==> src/rtl/spi_pkg.sv <==
// Shared types and widths for the SPI responder.
package spi_pkg;

    localparam int unsigned SPI_WORD_W = 8;
    localparam int unsigned SPI_CNT_W  = $clog2(SPI_WORD_W + 1);

    typedef logic [SPI_WORD_W-1:0] spi_word_t;

    typedef enum logic [1:0] {
        WAIT_IDLE = 2'd0,
        IDLE      = 2'd1,
        ACTIVE    = 2'd2
    } spi_state_e;

endpackage

==> src/rtl/spi_slave_if.sv <==
// SPI pins plus the local transmit/receive ports of the responder.
interface spi_slave_if;
    import spi_pkg::*;

    logic      sck;
    logic      cs_n;
    logic      mosi;
    logic      miso;
    logic      miso_oe;
    spi_word_t txData;
    logic      txValid;
    logic      txReady;
    spi_word_t rxData;
    logic      rxValid;
    logic      txUnderrun;
    logic      busy;

    modport slave (
        input  sck, cs_n, mosi, txData, txValid,
        output miso, miso_oe, txReady, rxData, rxValid, txUnderrun, busy
    );

    modport master (
        output sck, cs_n, mosi, txData, txValid,
        input  miso, miso_oe, txReady, rxData, rxValid, txUnderrun, busy
    );
endinterface

==> src/rtl/spi_sync.sv <==
// Two-flop synchroniser for an asynchronous pin, with edge detect on the synced level.
module spi_sync (
    input  logic clk,
    input  logic rst,
    input  logic d,
    output logic q,
    output logic rise_c,
    output logic fall_c
);

    logic [1:0] sync_q;
    logic       dly_q;

    always_ff @(posedge clk) begin
        if (rst) begin
            sync_q <= 2'b00;
            dly_q  <= 1'b0;
        end else begin
            sync_q <= {sync_q[0], d};
            dly_q  <= sync_q[1];
        end
    end

    assign q      = sync_q[1];
    assign rise_c = sync_q[1] & ~dly_q;
    assign fall_c = ~sync_q[1] & dly_q;

endmodule

==> src/rtl/spi_slave.sv <==
// SPI responder: oversampled SCK/CS_n/MOSI, 8-bit shift in/out, holding register for TX.
module spi_slave
    import spi_pkg::*;
#(
    parameter bit        CPOL       = 1'b0,
    parameter bit        CPHA       = 1'b0,
    parameter spi_word_t DEFAULT_TX = 8'hFF
) (
    input logic        clk,
    input logic        rst,
    spi_slave_if.slave bus
);

    localparam int unsigned W = SPI_WORD_W;

    logic sck_rise, sck_fall, cs_q, cs_rise, cs_fall, mosi_q;
    logic unused_sck_lvl, unused_mosi_rise, unused_mosi_fall;

    spi_sync u_sync_sck (
        .clk(clk), .rst(rst), .d(bus.sck),
        .q(unused_sck_lvl), .rise_c(sck_rise), .fall_c(sck_fall)
    );

    spi_sync u_sync_cs (
        .clk(clk), .rst(rst), .d(bus.cs_n),
        .q(cs_q), .rise_c(cs_rise), .fall_c(cs_fall)
    );

    spi_sync u_sync_mosi (
        .clk(clk), .rst(rst), .d(bus.mosi),
        .q(mosi_q), .rise_c(unused_mosi_rise), .fall_c(unused_mosi_fall)
    );

    // Map SCK edges onto sample/shift according to the SPI mode.
    logic lead_c, trail_c, sample_c, shift_c;
    assign lead_c   = CPOL ? sck_fall : sck_rise;
    assign trail_c  = CPOL ? sck_rise : sck_fall;
    assign sample_c = CPHA ? trail_c  : lead_c;
    assign shift_c  = CPHA ? lead_c   : trail_c;

    spi_state_e           state_q, state_d;
    spi_word_t            tx_shift_q, tx_shift_d;
    spi_word_t            rx_shift_q, rx_shift_d;
    spi_word_t            hold_q, hold_d;
    spi_word_t            rx_data_q, rx_data_d;
    logic [SPI_CNT_W-1:0] bit_cnt_q, bit_cnt_d;
    logic                 tx_ready_q, tx_ready_d;
    logic                 rx_valid_q, rx_valid_d;
    logic                 tx_underrun_q, tx_underrun_d;
    logic                 busy_q, busy_d;
    logic                 miso_oe_q, miso_oe_d;
    logic                 load_c;
    spi_word_t            rx_word_c;

    always_ff @(posedge clk) begin
        if (rst) begin
            state_q       <= WAIT_IDLE;
            tx_shift_q    <= DEFAULT_TX;
            rx_shift_q    <= '0;
            hold_q        <= '0;
            rx_data_q     <= '0;
            bit_cnt_q     <= '0;
            tx_ready_q    <= 1'b1;
            rx_valid_q    <= 1'b0;
            tx_underrun_q <= 1'b0;
            busy_q        <= 1'b0;
            miso_oe_q     <= 1'b0;
        end else begin
            state_q       <= state_d;
            tx_shift_q    <= tx_shift_d;
            rx_shift_q    <= rx_shift_d;
            hold_q        <= hold_d;
            rx_data_q     <= rx_data_d;
            bit_cnt_q     <= bit_cnt_d;
            tx_ready_q    <= tx_ready_d;
            rx_valid_q    <= rx_valid_d;
            tx_underrun_q <= tx_underrun_d;
            busy_q        <= busy_d;
            miso_oe_q     <= miso_oe_d;
        end
    end

    // Next-state, shift/count and holding-register logic.
    always_comb begin
        state_d       = state_q;
        tx_shift_d    = tx_shift_q;
        rx_shift_d    = rx_shift_q;
        hold_d        = hold_q;
        rx_data_d     = rx_data_q;
        bit_cnt_d     = bit_cnt_q;
        tx_ready_d    = tx_ready_q;
        rx_valid_d    = 1'b0;
        tx_underrun_d = 1'b0;
        busy_d        = busy_q;
        miso_oe_d     = miso_oe_q;
        load_c        = 1'b0;
        rx_word_c     = {rx_shift_q[W-2:0], mosi_q};

        case (state_q)
            WAIT_IDLE: begin
                if (cs_q) state_d = IDLE;
            end
            IDLE: begin
                if (cs_fall) begin
                    state_d   = ACTIVE;
                    busy_d    = 1'b1;
                    miso_oe_d = 1'b1;
                    bit_cnt_d = '0;
                    load_c    = !CPHA;
                end
            end
            ACTIVE: begin
                if (cs_rise) begin
                    state_d   = IDLE;
                    busy_d    = 1'b0;
                    miso_oe_d = 1'b0;
                    bit_cnt_d = '0;
                end else begin
                    if (sample_c) begin
                        rx_shift_d = rx_word_c;
                        if (bit_cnt_q == SPI_CNT_W'(W - 1)) begin
                            rx_data_d  = rx_word_c;
                            rx_valid_d = 1'b1;
                            bit_cnt_d  = CPHA ? '0 : SPI_CNT_W'(W);
                        end else begin
                            bit_cnt_d = bit_cnt_q + SPI_CNT_W'(1);
                        end
                    end
                    if (shift_c) begin
                        if (CPHA ? (bit_cnt_q == '0) : (bit_cnt_q == SPI_CNT_W'(W))) begin
                            load_c = 1'b1;
                            if (!CPHA) bit_cnt_d = '0;
                        end else begin
                            tx_shift_d = {tx_shift_q[W-2:0], 1'b0};
                        end
                    end
                end
            end
            default: state_d = WAIT_IDLE;
        endcase

        // Load sees the pre-cycle holding state; a same-cycle write fills it afterwards.
        if (load_c) begin
            if (!tx_ready_q) begin
                tx_shift_d = hold_q;
                tx_ready_d = 1'b1;
            end else begin
                tx_shift_d    = DEFAULT_TX;
                tx_underrun_d = 1'b1;
            end
        end
        if (bus.txValid && tx_ready_q) begin
            hold_d     = bus.txData;
            tx_ready_d = 1'b0;
        end
    end

    assign bus.miso       = tx_shift_q[W-1];
    assign bus.miso_oe    = miso_oe_q;
    assign bus.txReady    = tx_ready_q;
    assign bus.rxData     = rx_data_q;
    assign bus.rxValid    = rx_valid_q;
    assign bus.txUnderrun = tx_underrun_q;
    assign bus.busy       = busy_q;

endmodule

==> src/flat_wrapper.sv <==
// flat-port wrapper written by rule: the top's interface ports become plain ports
module spi_slave_flat import spi_pkg::*;
#(
    parameter bit        CPOL       = 1'b0,
    parameter bit        CPHA       = 1'b0,
    parameter spi_word_t DEFAULT_TX = 8'hFF
)
  (clk, rst, bus_sck, bus_cs_n, bus_mosi, bus_txData, bus_txValid, bus_miso, bus_miso_oe, bus_txReady, bus_rxData, bus_rxValid, bus_txUnderrun, bus_busy);
  spi_slave_if bus_i ();
  input logic clk;
  input logic rst;
  input wire logic [$bits(bus_i.sck)-1:0] bus_sck;
  input wire logic [$bits(bus_i.cs_n)-1:0] bus_cs_n;
  input wire logic [$bits(bus_i.mosi)-1:0] bus_mosi;
  input wire logic [$bits(bus_i.txData)-1:0] bus_txData;
  input wire logic [$bits(bus_i.txValid)-1:0] bus_txValid;
  output wire logic [$bits(bus_i.miso)-1:0] bus_miso;
  output wire logic [$bits(bus_i.miso_oe)-1:0] bus_miso_oe;
  output wire logic [$bits(bus_i.txReady)-1:0] bus_txReady;
  output wire logic [$bits(bus_i.rxData)-1:0] bus_rxData;
  output wire logic [$bits(bus_i.rxValid)-1:0] bus_rxValid;
  output wire logic [$bits(bus_i.txUnderrun)-1:0] bus_txUnderrun;
  output wire logic [$bits(bus_i.busy)-1:0] bus_busy;
  assign bus_i.sck = bus_sck;
  assign bus_i.cs_n = bus_cs_n;
  assign bus_i.mosi = bus_mosi;
  assign bus_i.txData = bus_txData;
  assign bus_i.txValid = bus_txValid;
  assign bus_miso = bus_i.miso;
  assign bus_miso_oe = bus_i.miso_oe;
  assign bus_txReady = bus_i.txReady;
  assign bus_rxData = bus_i.rxData;
  assign bus_rxValid = bus_i.rxValid;
  assign bus_txUnderrun = bus_i.txUnderrun;
  assign bus_busy = bus_i.busy;
  spi_slave #(.CPOL(CPOL), .CPHA(CPHA), .DEFAULT_TX(DEFAULT_TX)) u_core (.clk(clk), .rst(rst), .bus(bus_i));
endmodule
==> config.mk <==
export PLATFORM = sky130hd
export DESIGN_NAME = spi_slave_flat
export DESIGN_NICKNAME = d
export VERILOG_FILES = /design/src/rtl/spi_pkg.sv /design/src/rtl/spi_slave_if.sv /design/src/rtl/spi_sync.sv /design/src/rtl/spi_slave.sv /design/src/flat_wrapper.sv
export SDC_FILE = /design/constraint.sdc
export NUM_CORES = 1
export LEC_CHECK = 0
export BUFFER_PORTS_ARGS = -buffer_cell sky130_fd_sc_hd__clkbuf_2
export CORE_UTILIZATION = 34
export CTS_CLUSTER_SIZE = 10
export DETAILED_ROUTE_END_ITERATION = 8
export GPL_TIMING_DRIVEN = 0
export PLACE_DENSITY = 0.59
export SYNTH_ARGS = -nofsm -noshare
export SYNTH_HDL_FRONTEND = slang
export SYNTH_SLANG_ARGS = --single-unit
==> constraint.sdc <==
create_clock -name clk -period 3.7 [get_ports clk]
set_input_delay 0.555 -clock clk [delete_from_list [all_inputs] [get_ports clk]]
set_output_delay 0.555 -clock clk [all_outputs]
set_load 0.005 [all_outputs]
==> flow_summary.toml <==
[cells_and_area]
stdcell_area_um2 = 2410
synthToLayoutAreaGrowth_pct = 16.4
n_antenna_cell = 0
fillCellCount = 612
multi_input_area_um2 = 970
final_nets = 273
seqCellArea_um2 = 981
fin_util_pct = 40.9
drive_above_1_share_pct = 17.4

[timing]
max_freq_mhz = 536
setup_tns_ns = 0
skew_ns = 0.00691
fin_crit_ns = 1.87
min_period_over_period_pct = 50.4
relSlewSlack_pct = 58.1
setup_viol = 0
slew_violations = 0
tightest_slew_ns = 0.625
hold_viol_final = 0
grt_setup_unrepaired = "no"

[worst_setup_path]
crit_buf_inv = 1
slowest_stage = "o31ai_2"
arrival_ns = 2.02
reg2reg_from = "u_core.state_q[0]$_SDFFE_PP0P_"
cp_top_family = "compound AO/OA/AOI/OAI gates"
crit_type = "reg2reg"
regToRegSetupSlack_ns = 1.83
worstPathRequired_ns = 3.85
path_max_fanout = 8
cpPeakStageDelay_ns = 0.62
crit_chain = "inv_1, ha_1, nand3b_1, o31ai_2, o221ai_1"
reg2reg_to = "u_core.tx_shift_q[1]$_SDFFE_PP1P_"
start_kind = "flip-flop"
reg2reg_depth = 5
endpoint_kind = "flip-flop"

[pwr]
pwr-share-seq_pct = 51.3
p_switching_w = 0.000268
power.clock.fraction_pct = 36.6
p_sw_share_pct = 24.5
ir_drop_uv = 165
p_comb_share_pct = 12.2
powerDensity_nw_per_um2 = 453
internal_power_w = 0.000824
p_leak_nw = 0.977

[status]
status = "complete, no violations"

[clock_tree]
clockRootBuffer = "clkbuf_8"
ctsHoldBuffers = 0
clk_pin_slew_worst_paths_ns = 0.09
cts_buffers = 5
htree_levels = 2
cts_tree = "built"
clock_sinks = 49
clockBufferDepth = 2
cts.repair.resized = 0
cts_setup_buffers = 0
clock_latency_ns = 0.30

[routing]
wirelength_mm = 3.68
avgRoutedWirePerCell_um = 11.2
vias = 1550
firstDrtPassIters = 4
drc_errors = 0
drt_iter0_markers = 101
ant_nets = 0
viasPerCell = 4.73

[synth]
synth_nets = 241
syn_avg_cell_area_um2 = 9.40
yosysSeqAreaShare_pct = 47.4
yosysTopAreaCell = "dfxtp_1"
yosys_most_used_dff = "dfxtp_1"
synth.most_common_cell = "dfxtp_1"
netlist_instances = 220
synth_edf_count = 0
ys_warn_count = 0
synthTopCellsByArea = "dfxtp_1, mux2i_1, nor2_1, ha_1, a21oi_1"
ys_seq_elements = 49
synth_top_cell_area_share_pct = 47.4
async_flop_share_pct = 0
synth_cell_type_count = 39
syn-cell-area_um2 = 2070
synthTopCellsByCount = "dfxtp_1, nor2_1, mux2i_1"

[worst_hold_path]
whs_path_depth = 1
hold_end = "u_core.u_sync_sck.sync_q[1]$_SDFF_PP0_"
hp-start = "u_core.u_sync_sck.sync_q[0]$_SDFF_PP0_"
min_path_type = "reg2reg"

[place]
portBuffers = 25
gp_congestion = 0.701
dpl.hpwl_mm = 2.68
postPlaceCellArea_um2 = 2290

[global_routing]
grt_first_pass_wirelength_mm = 6.36
track_usage_pct = 12.9
overflow = 0
antenna_found_initial = 0
grt_start_max_net_pins = 16
grt_pass1_vias = 1401

[floorplanning]
rows = 28
die_y_um = 80.0
boundaryPins = 28
start_util_pct = 35.1
die_area_um2 = 6400
coreArea_um2 = 5890
dieWidth_um = 80.0

[flow_run]
drv_cap = 0
==> worst register-to-register path, delay by kind of cell, from the launching register on <==
family,cells,cell delay [ns]
and+or+nand+nor,1,0.18
buffers and inverters,1,0.10
DFF,1,0.35
adders and majority gates,1,0.24
AOI/OAI and AO/OA,2,0.85
==> metal layers <==
| metal | up-vias | share of wire (%) | track usage, % |
|---|---|---|---|
| li1 | 813 | - | - |
| met1 | 714 | 51 | 17.2 |
| met2 | 19 | 46 | 19.7 |
| met3 | 4 | 2.5 | 3.77 |
| met4 | 0 | 1.1 | 4.29 |
| met5 | - | 0 | 0 |
==> area by class of cell <==
cell class | count | share of cell area, %
Tap cell | 75 | 3.90
Inverter | 17 | 2.65
Timing Repair Buffer | 25 | 5.20
Multi-Input combinational cell | 143 | 40.3
Clock buffer | 6 | 3.43
Sequential cell | 49 | 40.7
Buffer | 11 | 2.23
Clock inverter | 2 | 1.56
==> power by group through the flow <==
stage / Sequential, W / Clock, W / Combinational [W]
2_1_floorplan: 0.000569 / 0 / 0.000103
3_3_place_gp: 0.000571 / 0 / 0.000133
3_5_place_dp: 0.000572 / 0 / 0.000135
4_1_cts: 0.000560 / 0.000411 / 0.000135
5_1_grt: 0.000563 / 0.000440 / 0.000151
6_report: 0.000559 / 0.000399 / 0.000133
==> state kept, by name (all words and copies together) (netlist names), 2 cells and up <==
signal,flops
u_core.bus.rxData,8
u_core.hold_q,8
u_core.tx_shift_q,8
u_core.rx_shift_q,7
u_core.bit_cnt_q,4
u_core.state_q,2
u_core.u_sync_cs.sync_q,2
u_core.u_sync_mosi.sync_q,2
u_core.u_sync_sck.sync_q,2
==> cells in the final DEF, fill, tap and decap left out, types with 9 or more instances in the layout <==
cell type	n
nand2_1	13
nor2_1	30
nor2b_1	9
mux2i_1	18
inv_1	17
dfxtp_1	49
a21oi_1	17
clkbuf_2	26
==> kinds of logic after synthesis <==
family,count (synthesis),share of synthesized area (%)
buf+inv,28,5.69
xor+xnor,1,0.424
simple gates,77,20.1
fa+ha+maj,7,4.23
flops,49,47.4
compound gates,39,12.9
mux,19,9.26
==> worst max path at each step <==
stage                                         startpoint                                end  slack, ns  cells past startpoint
final                     u_core.state_q[0]$_SDFFE_PP0P_  u_core.tx_shift_q[1]$_SDFFE_PP1P_       1.83                      5
after global routing      u_core.state_q[0]$_SDFFE_PP0P_  u_core.tx_shift_q[1]$_SDFFE_PP1P_       1.63                      5
after CTS                 u_core.state_q[0]$_SDFFE_PP0P_  u_core.tx_shift_q[1]$_SDFFE_PP1P_       1.81                      5
after detailed placement  u_core.state_q[0]$_SDFFE_PP0P_  u_core.tx_shift_q[1]$_SDFFE_PP1P_       1.84                      5
after global placement    u_core.state_q[0]$_SDFFE_PP0P_  u_core.tx_shift_q[1]$_SDFFE_PP1P_       1.84                      5
after floorplan           u_core.state_q[0]$_SDFFE_PP0P_  u_core.tx_shift_q[1]$_SDFFE_PP1P_       2.14                      5
==> through the flow <==
stage / hold slack [ns] / setup WS (ns) / instances / power, W
4_1_cts: 0.448 / 1.81 / 328 / 0.00111
2_1_floorplan: 0.414 / 2.14 / 220 / 0.000672
3_3_place_gp: 0.423 / 1.84 / 320 / 0.000704
6_report: 0.442 / 1.83 / 328 / 0.00109
5_1_grt: 0.453 / 1.63 / 328 / 0.00115
3_5_place_dp: 0.425 / 1.84 / 320 / 0.000707
No activity file was read; power rests on OpenSTA's default activity.
